==> src/rtl/pulse_burst_gen.sv <==
// Burst generator driven by an external tick strobe: emits cmd_num pulses with
// programmable high/low phase lengths (in ticks), valid/ready command intake, done strobe.
module pulse_burst_gen #(
  parameter int CW = 16,
  parameter int LW = 8
) (
  input  logic          clk,
  input  logic          rst,
  input  logic          tck,
  input  logic          cmd_vld,
  output logic          cmd_rdy,
  input  logic [CW-1:0] cmd_num,
  input  logic [LW-1:0] cmd_hig,
  input  logic [LW-1:0] cmd_low,
  input  logic          abt,
  output logic          out,
  output logic          bsy,
  output logic          done,
  output logic [CW-1:0] cnt
);

  typedef enum logic [1:0] {
    ST_IDLE = 2'd0,
    ST_ARM  = 2'd1,
    ST_HIGH = 2'd2,
    ST_LOW  = 2'd3
  } state_e;

  localparam logic [CW-1:0] CNT_ZERO = CW'(0);
  localparam logic [CW-1:0] CNT_ONE  = CW'(1);
  localparam logic [LW-1:0] TMR_ZERO = LW'(0);
  localparam logic [LW-1:0] TMR_ONE  = LW'(1);

  state_e        state_q, state_d;
  logic          out_q, out_d;
  logic          bsy_q, bsy_d;
  logic          done_q, done_d;
  logic [CW-1:0] cnt_q, cnt_d;
  logic [LW-1:0] tmr_q, tmr_d;
  logic [LW-1:0] hig_q, hig_d;
  logic [LW-1:0] low_q, low_d;
  logic          accept_s;

  assign cmd_rdy  = (state_q == ST_IDLE) & ~abt;
  assign accept_s = cmd_vld & cmd_rdy;

  assign out  = out_q;
  assign bsy  = bsy_q;
  assign done = done_q;
  assign cnt  = cnt_q;

  // Next-state and output decode; abort overrides any tick in the same cycle.
  always_comb begin
    state_d = state_q;
    out_d   = out_q;
    done_d  = 1'b0;
    cnt_d   = cnt_q;
    tmr_d   = tmr_q;
    hig_d   = hig_q;
    low_d   = low_q;
    if (abt && (state_q != ST_IDLE)) begin
      state_d = ST_IDLE;
      out_d   = 1'b0;
      cnt_d   = CNT_ZERO;
      tmr_d   = TMR_ZERO;
    end else begin
      case (state_q)
        ST_IDLE: begin
          if (accept_s) begin
            hig_d = (cmd_hig == TMR_ZERO) ? TMR_ONE : cmd_hig;
            low_d = (cmd_low == TMR_ZERO) ? TMR_ONE : cmd_low;
            cnt_d = cmd_num;
            if (cmd_num == CNT_ZERO) begin
              done_d = 1'b1;
            end else begin
              state_d = ST_ARM;
            end
          end else begin
            state_d = ST_IDLE;
          end
        end
        ST_ARM: begin
          if (tck) begin
            state_d = ST_HIGH;
            out_d   = 1'b1;
            tmr_d   = hig_q;
          end else begin
            state_d = ST_ARM;
          end
        end
        ST_HIGH: begin
          if (!tck) begin
            state_d = ST_HIGH;
          end else if (tmr_q != TMR_ONE) begin
            tmr_d = tmr_q - TMR_ONE;
          end else if (cnt_q == CNT_ONE) begin
            out_d   = 1'b0;
            cnt_d   = CNT_ZERO;
            done_d  = 1'b1;
            state_d = ST_IDLE;
          end else begin
            out_d   = 1'b0;
            cnt_d   = cnt_q - CNT_ONE;
            tmr_d   = low_q;
            state_d = ST_LOW;
          end
        end
        ST_LOW: begin
          if (!tck) begin
            state_d = ST_LOW;
          end else if (tmr_q != TMR_ONE) begin
            tmr_d = tmr_q - TMR_ONE;
          end else begin
            out_d   = 1'b1;
            tmr_d   = hig_q;
            state_d = ST_HIGH;
          end
        end
        default: begin
          state_d = ST_IDLE;
          out_d   = 1'b0;
          cnt_d   = CNT_ZERO;
          tmr_d   = TMR_ZERO;
        end
      endcase
    end
    bsy_d = (state_d != ST_IDLE);
  end

  // State and output registers; reset clears the pulse output without waiting for a clock.
  always_ff @(posedge clk or negedge rst) begin
    if (!rst) begin
      state_q <= ST_IDLE;
      out_q   <= 1'b0;
      bsy_q   <= 1'b0;
      done_q  <= 1'b0;
      cnt_q   <= CNT_ZERO;
      tmr_q   <= TMR_ZERO;
      hig_q   <= TMR_ONE;
      low_q   <= TMR_ONE;
    end else begin
      state_q <= state_d;
      out_q   <= out_d;
      bsy_q   <= bsy_d;
      done_q  <= done_d;
      cnt_q   <= cnt_d;
      tmr_q   <= tmr_d;
      hig_q   <= hig_d;
      low_q   <= low_d;
    end
  end

endmodule

==> config.mk <==
export PLATFORM = sky130hd
export DESIGN_NAME = pulse_burst_gen
export DESIGN_NICKNAME = d
export VERILOG_FILES = /design/src/rtl/pulse_burst_gen.sv
export SDC_FILE = /design/constraint.sdc
export NUM_CORES = 1
export LEC_CHECK = 0
export BUFFER_PORTS_ARGS = -buffer_cell sky130_fd_sc_hd__buf_2
export CELL_PAD_IN_SITES_DETAIL_PLACEMENT = 0
export CELL_PAD_IN_SITES_GLOBAL_PLACEMENT = 1
export CORE_MARGIN = 5
export CORE_UTILIZATION = 41
export DETAILED_ROUTE_END_ITERATION = 10
export PLACE_DENSITY_LB_ADDON = 0.1
export SKIP_LAST_GASP = 1
export SYNTH_ARGS = -nofsm -noshare
export SYNTH_HDL_FRONTEND = slang
export SYNTH_SLANG_ARGS = --single-unit
==> constraint.sdc <==
create_clock -name clk -period 3 [get_ports clk]
set_clock_uncertainty 0.05 [all_clocks]
set_input_delay 0.15 -clock clk [delete_from_list [all_inputs] [get_ports clk]]
set_output_delay 0.15 -clock clk [all_outputs]
set_load 0.01 [all_outputs]
==> impl_metrics.py <==
metrics = {
    "synthesis": {
        "synth_cells": 316,
        "postSynth.asyncResetShare": 1.000,
        "synth_cell_types": 57,
        "synth_seq_cells": 45,
        "synth.largest_area_cell": "dfrtp_1",
        "synth.most_common_cell": "dfrtp_1",
        "synthTopCellsByCount": "dfrtp_1 (43), nor2_1 (30), o21ai_0 (26)",
        "avgSynthCellArea_um2": 8.921,
        "synth_edf_count": 0,
        "ys.flop_type": "dfrtp_1",
        "synth_area_leaders": "dfrtp_1 (38%), mux2_2 (5.6%), o21ai_0 (4.6%), a21oi_1 (4.1%), nor2_1 (4.0%)",
        "yosysTopAreaCellShare": 0.3817,
        "syn_nets": 357,
        "netlist_area_mm2": 0.002819,
        "yosysSeqAreaShare": 0.4004,
        "ys_warn_count": 0,
    },
    "sta": {
        "tightest_slew_ns": 1.033,
        "relSlewSlack": 0.3112,
        "fin_crit_sh": 0.8812,
        "drv_slew": 0,
        "period_minus_slack_ns": 2.644,
        "hold_violations": 43,
        "finalSetupViolCount": 0,
        "whs_ns": -0.03950,
        "tns_ns": 0,
        "fmax_mhz": 378.3,
        "grt_setup_unrepaired": "false",
    },
    "floorplan": {
        "die_y_um": 92.92,
        "start_util": 0.4172,
        "rows": 30,
        "io_pins": 57,
        "core_mm2": 0.006756,
        "die_x_um": 92.92,
        "die_area_mm2": 0.008634,
    },
    "pwr": {
        "powerDensity_mw_per_mm2": 705.6,
        "p_seq_frac": 0.425,
        "combPwrFrac": 0.363,
        "p_int_mw": 1.406,
        "net-switching-power_mw": 0.9454,
        "p_sw_frac": 0.4021,
        "total_leakage_power_nw": 1.419,
        "p_clk_frac": 0.212,
        "vdd_drop_max_mv": 0.2857,
    },
    "route": {
        "avgViaCountPerCell": 5.833,
        "dr.pass1.iters": 4,
        "vias": 2660,
        "wl_per_cell_um": 18.50,
        "drc": 0,
        "drt_iter0_drc": 218,
        "wl_um": 8436,
        "postRouteAntennaNets": 0,
    },
    "worst_setup_path": {
        "path_class": "reg2reg",
        "crit_path_start_kind": "flip-flop",
        "rr_endpoint": "cnt[13]",
        "r2r_slack_ns": 0.36,
        "r2r_cells": 7,
        "startpoint": "tmr_q[1]",
        "r2r-start": "tmr_q[1]",
        "crit_chain": "inv_1 > ha_1 > nor4b_4 > nand3_2 > a311o_1 > or4_1 > o211ai_1",
        "path_depth": 7,
        "cp_slowest_cell": "a311o_1",
        "critical_path.endpoint_type": "flip-flop",
        "crit_fanout": 14,
        "max_stage_delay_ns": 0.60,
        "crit_buf_inv": 1,
        "critPathRequiredTime_ns": 3.17,
        "cp_top_family": "simple AND/OR/NAND/NOR gates",
        "arrival_ns": 2.82,
    },
    "clocking": {
        "cts_setup_buffers": 0,
        "path_clk_slew_ns": 0.10,
        "insertion_delay_ns": 0.31,
        "cts_sinks": 45,
        "cts_tree": "built",
        "cts_resized": 0,
        "clockBufferDepth": 2,
        "htreeDepth": 2,
        "cts_root_buf": "clkbuf_8",
        "hold_buffers": 0,
        "cts_buffers": 5,
    },
    "grt": {
        "grt_pass1_wl_um": 13790,
        "grt_pass1_vias": 2669,
        "grt_use_total": 0.2004,
        "antenna_found_initial": 0,
        "grt-ovfl-total": 0,
        "grt_start_max_net_pins": 46,
    },
    "layout": {
        "antennaDiodeCount": 0,
        "final_core_util": 0.4931,
        "final_nets": 416,
        "area_growth_pct": 18.20,
        "drive_above_1_share": 0.2580,
        "stdcell_count": 456,
        "nFillCells": 672,
    },
    "placement": {
        "dp.cells": 448,
        "gp_congestion": 0.8350,
        "dpl.hpwl_um": 6142,
        "portBuffers": 56,
    },
    "outcome": {
        "failed_checks": "negative hold slack",
        "status": "finished with violations",
    },
    "min_path": {
        "hold_class": "in2async",
    },
    "run": {
        "drv_cap": 0,
    },
}
==> metrics by stage <==
step | setup slack (ns) | total power [mW] | area, um^2 | hold WS, ns
after floorplan | 0.7779 | 1.528 | 2819 | -0.1956
after global placement | 0.4810 | 1.854 | 3216 | 0.3466
after detailed placement | 0.4108 | 1.853 | 3216 | 0.3523
after CTS | 0.3688 | 2.359 | 3332 | 0.006566
after global routing | 0.1738 | 2.515 | 3332 | 0.02335
final | 0.3563 | 2.351 | 3332 | -0.03950
==> power by group through the flow <==
stage / logic (mW) / clock network, mW / registers (mW)
floorplan: 0.571 / 0 / 0.957
global placement: 0.852 / 0 / 1.00
detailed placement: 0.846 / 0 / 1.01
CTS: 0.852 / 0.513 / 0.994
global route: 0.953 / 0.534 / 1.03
finish: 0.853 / 0.500 / 0.999
==> cell usage in the layout, fill, tap and decap left out, drive strengths merged, types with 2 or more instances in the layout <==
cell type / Yosys / routed
nand2: 18 / 18
nor4b: 3 / 3
o31ai: 5 / 5
a221oi: 3 / 3
nand2b: 2 / 2
nor3: 21 / 21
a21oi: 23 / 23
or3: 7 / 7
a22o: 5 / 5
nor4: 15 / 15
o22ai: 4 / 4
dfrtp: 43 / 43
a32oi: 2 / 2
dfstp: 2 / 2
nand4: 6 / 6
buf: 6 / 67
or4: 2 / 2
o21ai: 27 / 27
nor3b: 6 / 6
and2: 3 / 3
nand3: 7 / 7
a31oi: 4 / 4
mux2: 14 / 14
xnor2: 4 / 4
xor2: 2 / 2
clkbuf: 9 / 5
o2bb2ai: 3 / 3
and3: 4 / 4
inv: 10 / 12
nor2b: 2 / 2
nor2: 31 / 31
a211oi: 2 / 2
ha: 4 / 4
==> sequential cells by signal (all words and copies together), names as in the netlist <==
register,count
out,1
low_q,8
done,1
hig_q,8
tmr_q,8
state_q,2
cnt,16
bsy,1
==> per-layer routing <==
| layer | global-route usage | part of all wire | up-vias |
|---|---|---|---|
| met5 | 0 | 0 | - |
| met4 | 0.03663 | 0.0045 | 0 |
| met3 | 0.03899 | 0.061 | 4 |
| met2 | 0.2765 | 0.40 | 86 |
| met1 | 0.3206 | 0.53 | 1257 |
| li1 | - | - | 1313 |
==> worst max-delay path by stage <==
stage	end	slack, ns
2_1_floorplan	cnt[13]	0.78
3_3_place_gp	cnt[13]	0.48
3_5_place_dp	cnt[13]	0.41
4_1_cts	cnt[13]	0.37
5_1_grt	cnt[13]	0.17
6_report	cnt[13]	0.36
==> cells by family after synthesis <==
logic type                 after synthesis  synth area share
adders and majority gates                4           0.01775
and+or+nand+nor                        131            0.2601
AOI/OAI and AO/OA                       89            0.2055
muxes                                   15           0.05948
xor gates and xnor gates                 6           0.01864
buffers and inverters                   26           0.03817
DFF                                     45            0.4004
==> cell type report <==
cell class / count / area, um^2 / share of cell area
repair buffers: 67 / 362.8 / 0.1089
clock buffers: 5 / 68.82 / 0.02065
flip-flops and latches: 45 / 1129 / 0.3387
clock inverters: 3 / 47.55 / 0.01427
multi-input cells: 245 / 1583 / 0.4750
inverters: 11 / 41.29 / 0.01239
well taps: 80 / 100.1 / 0.03004
Power figures use the tool's default switching activity.
